[config.mk]
export PLATFORM = sky130hd
export DESIGN_NAME = wb_queue
export DESIGN_NICKNAME = d
export VERILOG_FILES = /design/src/rtl/wb_queue.sv
export SDC_FILE = /design/constraint.sdc
export NUM_CORES = 1
export LEC_CHECK = 0
export BUFFER_PORTS_ARGS = -buffer_cell sky130_fd_sc_hd__buf_2
export CORE_MARGIN = 4
export CORE_UTILIZATION = 55
export CTS_CLUSTER_SIZE = 28
export DETAILED_ROUTE_END_ITERATION = 10
export HOLD_SLACK_MARGIN = 0.12
export PLACE_DENSITY = 0.84
export SLEW_MARGIN = 20
export SYNTH_ARGS = -nofsm -noshare
export SYNTH_HDL_FRONTEND = slang
export SYNTH_SLANG_ARGS = --single-unit
[constraint.sdc]
create_clock -name clk -period 4.3 [get_ports clk]
set_input_delay 0.645 -clock clk [delete_from_list [all_inputs] [get_ports clk]]
set_output_delay 0.645 -clock clk [all_outputs]
set_load 0.01 [all_outputs]
[src/rtl/wb_queue.sv]
// Writeback queue between the LSU/ALU result ports and the register bank's single write port.
// Results are buffered in program order, drained one per cycle, and exposed to decode via a youngest-match lookup.
module wb_queue #(
    parameter int DEPTH = 4,
    parameter int XLEN  = 32
) (
    input  logic                       clk,
    input  logic                       rst_n,
    input  logic                       l_valid,
    input  logic [4:0]                 l_rd,
    input  logic [XLEN-1:0]            l_data,
    input  logic                       a_valid,
    input  logic [4:0]                 a_rd,
    input  logic [XLEN-1:0]            a_data,
    output logic                       in_ready,
    output logic [4:0]                 a3,
    output logic [XLEN-1:0]            wd3,
    output logic                       we,
    input  logic [4:0]                 q_a1,
    input  logic [4:0]                 q_a2,
    output logic                       q_hit1,
    output logic                       q_hit2,
    output logic [XLEN-1:0]            q_data1,
    output logic [XLEN-1:0]            q_data2,
    output logic [$clog2(DEPTH):0]     count
);
    localparam int PW = $clog2(DEPTH);
    localparam int CW = PW + 1;

    logic [4:0]      r_rd   [DEPTH];
    logic [XLEN-1:0] r_data [DEPTH];
    logic [PW-1:0]   r_head;
    logic [PW-1:0]   r_tail;
    logic [CW-1:0]   r_count;

    logic            w_pop;
    logic            w_l_push;
    logic            w_a_push;
    logic [1:0]      w_n_push;
    logic [PW-1:0]   w_a_slot;
    logic [PW-1:0]   w_idx;

    assign in_ready = (CW'(DEPTH) - r_count) >= CW'(2);
    assign w_pop    = (r_count != '0);
    // x0 results are accepted from the producer but never occupy a slot
    assign w_l_push = l_valid && in_ready && (l_rd != 5'd0);
    assign w_a_push = a_valid && in_ready && (a_rd != 5'd0);
    assign w_n_push = {1'b0, w_l_push} + {1'b0, w_a_push};
    assign w_a_slot = r_tail + PW'(w_l_push);

    always_ff @(posedge clk or negedge rst_n) begin
        if (!rst_n) begin
            r_head  <= '0;
            r_tail  <= '0;
            r_count <= '0;
            for (int i = 0; i < DEPTH; i++) begin
                r_rd[i]   <= '0;
                r_data[i] <= '0;
            end
        end else begin
            if (w_l_push) begin
                r_rd[r_tail]   <= l_rd;
                r_data[r_tail] <= l_data;
            end
            if (w_a_push) begin
                r_rd[w_a_slot]   <= a_rd;
                r_data[w_a_slot] <= a_data;
            end
            r_tail  <= r_tail + PW'(w_n_push);
            r_head  <= r_head + PW'(w_pop);
            r_count <= r_count + CW'(w_n_push) - CW'(w_pop);
        end
    end

    assign count = r_count;
    assign we    = w_pop;
    assign a3    = w_pop ? r_rd[r_head]   : 5'd0;
    assign wd3   = w_pop ? r_data[r_head] : '0;

    // Walk from head toward tail so later matches (younger entries) overwrite earlier ones
    always_comb begin
        q_hit1  = 1'b0;
        q_hit2  = 1'b0;
        q_data1 = '0;
        q_data2 = '0;
        w_idx   = '0;
        for (int i = 0; i < DEPTH; i++) begin
            w_idx = r_head + PW'(i);
            if (CW'(i) < r_count) begin
                if ((q_a1 != 5'd0) && (r_rd[w_idx] == q_a1)) begin
                    q_hit1  = 1'b1;
                    q_data1 = r_data[w_idx];
                end
                if ((q_a2 != 5'd0) && (r_rd[w_idx] == q_a2)) begin
                    q_hit2  = 1'b1;
                    q_data2 = r_data[w_idx];
                end
            end
        end
    end
endmodule

==> impl_metrics.env <==
export IMPL_outcome="finished clean"
export IMPL_critPathArrivalTime_ns=3.50
export IMPL_startpoint="r_head[0]"
export IMPL_detailed_place_area_sq_mm=0.0151
export IMPL_rsz0062_at_grt="no"
export IMPL_achievable_frequency_mhz=241
export IMPL_worst_setup_path_endpoint="q_data2[31]"
export IMPL_critical_path_depth=9
export IMPL_holdCritPathClass="input port to asynchronous set/reset pin"
export IMPL_cts_root_to_sink_buffers=2
export IMPL_route_final_wire_length_um=45900
export IMPL_critical_path_endpoint_type="primary output"
export IMPL_power_density_cell_area_mw_per_mm2=1000
export IMPL_finalHoldViolCount=0
export IMPL_core_area_sq_mm=0.0251
export IMPL_critPathLaunchType="register"
export IMPL_vias_per_cell=6.94
export IMPL_total_leakage_power_uw=0.00650
export IMPL_post_route_cells_drive_above_1_share=0.268
export IMPL_tritoncts="done"
export IMPL_max_transition_margin=0.326
export IMPL_cell_internal_pwr_uw=8000
export IMPL_syn_inst=1516
export IMPL_clkLatencyLatePin_ns=0.44
export IMPL_num_rows=58
export IMPL_area_growth_pct=12.8
export IMPL_power_share_combinational=0.696
export IMPL_synthTopCellsByArea="dfrtp_1 (28%), mux4_2 (13%), mux2i_1 (13%), a21oi_1 (5.0%), nor2_1 (4.6%)"
export IMPL_route_antenna_remaining_nets=0
export IMPL_numCtsBuffers=17
export IMPL_totalNegativeSetupSlack_ns=0
export IMPL_die_area_sq_mm=0.0280
export IMPL_cts_hold_fix_buffers=0
export IMPL_route_detailed_wl_per_inst_um=23.4
export IMPL_syn_avg_cell_area_sq_um=9.22
export IMPL_dieHeight_um=167
export IMPL_netlist_area_sq_mm=0.0140
export IMPL_vdd_drop_max_mv=0.695
export IMPL_report_final_slew_viol_count=0
export IMPL_layout_cells_most_common_list="buf_2 (194), mux2i_1 (182), nor2_1 (170)"
export IMPL_share_clk_of_total_power=0.103
export IMPL_p_total_uw=15800
export IMPL_synth_seq_area_share=0.278
export IMPL_worst_path_buf_inv=3
export IMPL_filler_cell_count=2048
export IMPL_synthDistinctLibCells=51
export IMPL_root_buffer="clkbuf_16"
export IMPL_gpl_final_weighted_congestion=0.913
export IMPL_overflow=0
export IMPL_cp_cell_sequence="buf_6 -> mux4_2 -> xnor2_1 -> nand2_1 -> nor3_4 -> buf_4 -> a31oi_1 -> a211oi_1 -> buf_2"
export IMPL_slowest_delay_ns=0.59
export IMPL_finalSetupViolCount=0
export IMPL_drt_first_iter_violations=1954
export IMPL_yosys_register_bits=155
export IMPL_htreeDepth=4
export IMPL_final_cell_area_sq_mm=0.0158
export IMPL_synth_ff_type="dfrtp_1"
export IMPL_switching_power_total_uw=7820
export IMPL_postLayoutSetupSlackWorst_ns=0.155
export IMPL_max_cap_viol_count=0
export IMPL_io_buf_count=195
export IMPL_timing_worst_slew_pin_value_ns=1.01
export IMPL_reg2reg_capture_point="r_data[25]"
export IMPL_track_usage=0.320
export IMPL_vias=13600
export IMPL_drc=0
export IMPL_crit_required_ns=3.65
export IMPL_ff2ff_setup_slack_ns=0.62
export IMPL_yosysWarningCount=0
export IMPL_crit_slowest_cell="mux4_2"
export IMPL_most_common_cell_after_layout_fill_and_taps_aside="buf_2"
export IMPL_die_x_um=167
export IMPL_grt_pass1_vias=13400
export IMPL_timing_final_crit_period_ns=4.14
export IMPL_timing_worst_setup_path_type="register to primary output"
export IMPL_worst_setup_hold_path_clk_slew_ns=0.07
export IMPL_skew_ns=0.00877
export IMPL_switching_power_share_of_the_total=0.494
export IMPL_drt_pre_antenna_iters=7
export IMPL_dp_slack_ns=0.546
export IMPL_post_synth_top_area_cell="dfrtp_1"
export IMPL_rr_startpoint="count[1]"
export IMPL_post_synth_top_area_fraction=0.278
export IMPL_layout_nets=1708
export IMPL_layout_core_utilization=0.628
export IMPL_clock_sinks=155
export IMPL_worst_r2r_path_depth=11
export IMPL_ioPinCount=196
export IMPL_synth_net_count=1615
export IMPL_ys_async_sr_fraction=1.00
export IMPL_path_delay_family="buffers and inverters"
export IMPL_crit_fanout=33
export IMPL_share_seq_of_total_power=0.201
export IMPL_detailed_place_hpwl_um=29100
export IMPL_fin_crit_sh=0.964
export IMPL_synth_enable_flop_cells=0
export IMPL_number_of_antenna_violations_at_the_first_check_in_global_routing=9
export IMPL_grt_first_pass_wirelength_um=72500
export IMPL_initial_utilization=0.557
export IMPL_pin_count_of_the_biggest_net_entering_global_routing=130
-- Yosys cell counts (2+ instances only) --
| cell type | number |
|---|---|
| nor3_1 | 9 |
| a22o_1 | 31 |
| a211oi_1 | 4 |
| xor2_1 | 7 |
| a311o_1 | 31 |
| and3_1 | 32 |
| nand2_1 | 109 |
| o21ai_0 | 106 |
| dfrtp_1 | 155 |
| mux2_2 | 33 |
| xnor2_1 | 35 |
| buf_2 | 41 |
| clkbuf_1 | 90 |
| a31oi_1 | 32 |
| or4_1 | 2 |
| buf_1 | 14 |
| nor3b_1 | 32 |
| a211oi_2 | 29 |
| nand4_1 | 34 |
| o211ai_1 | 3 |
| ha_1 | 10 |
| nor2_1 | 172 |
| buf_4 | 2 |
| or3_1 | 2 |
| or2_1 | 3 |
| mux4_2 | 83 |
| inv_1 | 12 |
| inv_2 | 2 |
| mux2i_1 | 182 |
| nand3_1 | 7 |
| buf_6 | 14 |
| nor2b_1 | 2 |
| and2_1 | 40 |
| a21oi_1 | 139 |
-- power groups by stage --
| stage | Clock (uW) | Sequential (uW) | Combinational (uW) |
|---|---|---|---|
| floorplan | 0 | 2770 | 7940 |
| global placement | 0 | 3040 | 10300 |
| detailed placement | 0 | 3160 | 10600 |
| CTS | 1650 | 3140 | 10700 |
| global route | 1710 | 3270 | 11800 |
| finish | 1640 | 3180 | 11000 |
-- registers in the layout, indices dropped and copies added (netlist names) --
register,count
count,3
r_tail,2
r_data,128
r_head,2
r_rd,20
-- worst min-delay path by stage --
stage | slack, ns | to | start | cells after the start
after floorplan | 0.35 | count[0] | rst_n | 0
after global placement | 0.57 | count[2] | count[2] | 1
after detailed placement | 0.58 | count[0] | count[0] | 1
after CTS | 0.38 | r_data[88] | rst_n | 1
after global routing | 0.38 | r_data[115] | rst_n | 1
final | 0.30 | r_data[51] | rst_n | 1
-- per-layer routing --
layer | track usage | wire length (um) | vias up
met5 | 0 | 41 | -
met2 | 0.510 | 21400 | 1006
met3 | 0.0781 | 5220 | 207
li1 | - | - | 5827
met4 | 0.172 | 2310 | 6
met1 | 0.405 | 16900 | 6533
-- cell families (layout without fill, tap and decap cells) --
family | Yosys count | count (layout) | share of synthesized area
simple gates | 452 | 452 | 0.156
xor+xnor | 43 | 43 | 0.0275
other cells | 0 | 7 | 0
flops | 155 | 155 | 0.278
mux | 298 | 298 | 0.291
buf+inv | 175 | 280 | 0.0587
fa+ha+maj | 11 | 11 | 0.0104
compound gates | 382 | 382 | 0.179
-- cell type report --
cell class	count	area, sq um	area share
multi-input cells	1186	9370	0.594
repair buffers	235	1410	0.0894
inverters	14	52.6	0.00333
clock inverters	13	195	0.0124
flip-flops and latches	155	3890	0.246
clock buffers	18	429	0.0272
diodes	7	17.5	0.00111
well taps	330	413	0.0262
-- repair_timing --
item,in CTS,in global routing
setup buffers,0,1
resized for setup,0,3
setup endpoints to repair,0,8
-- per-stage QoR --
step           hold WS (ns)  std cells
6_report              0.304       1958
5_1_grt               0.385       1957
4_1_cts               0.380       1950
3_5_place_dp          0.585       1919
3_3_place_gp          0.571       1919
2_1_floorplan         0.349       1516
No activity file was read; power rests on OpenSTA's default activity.
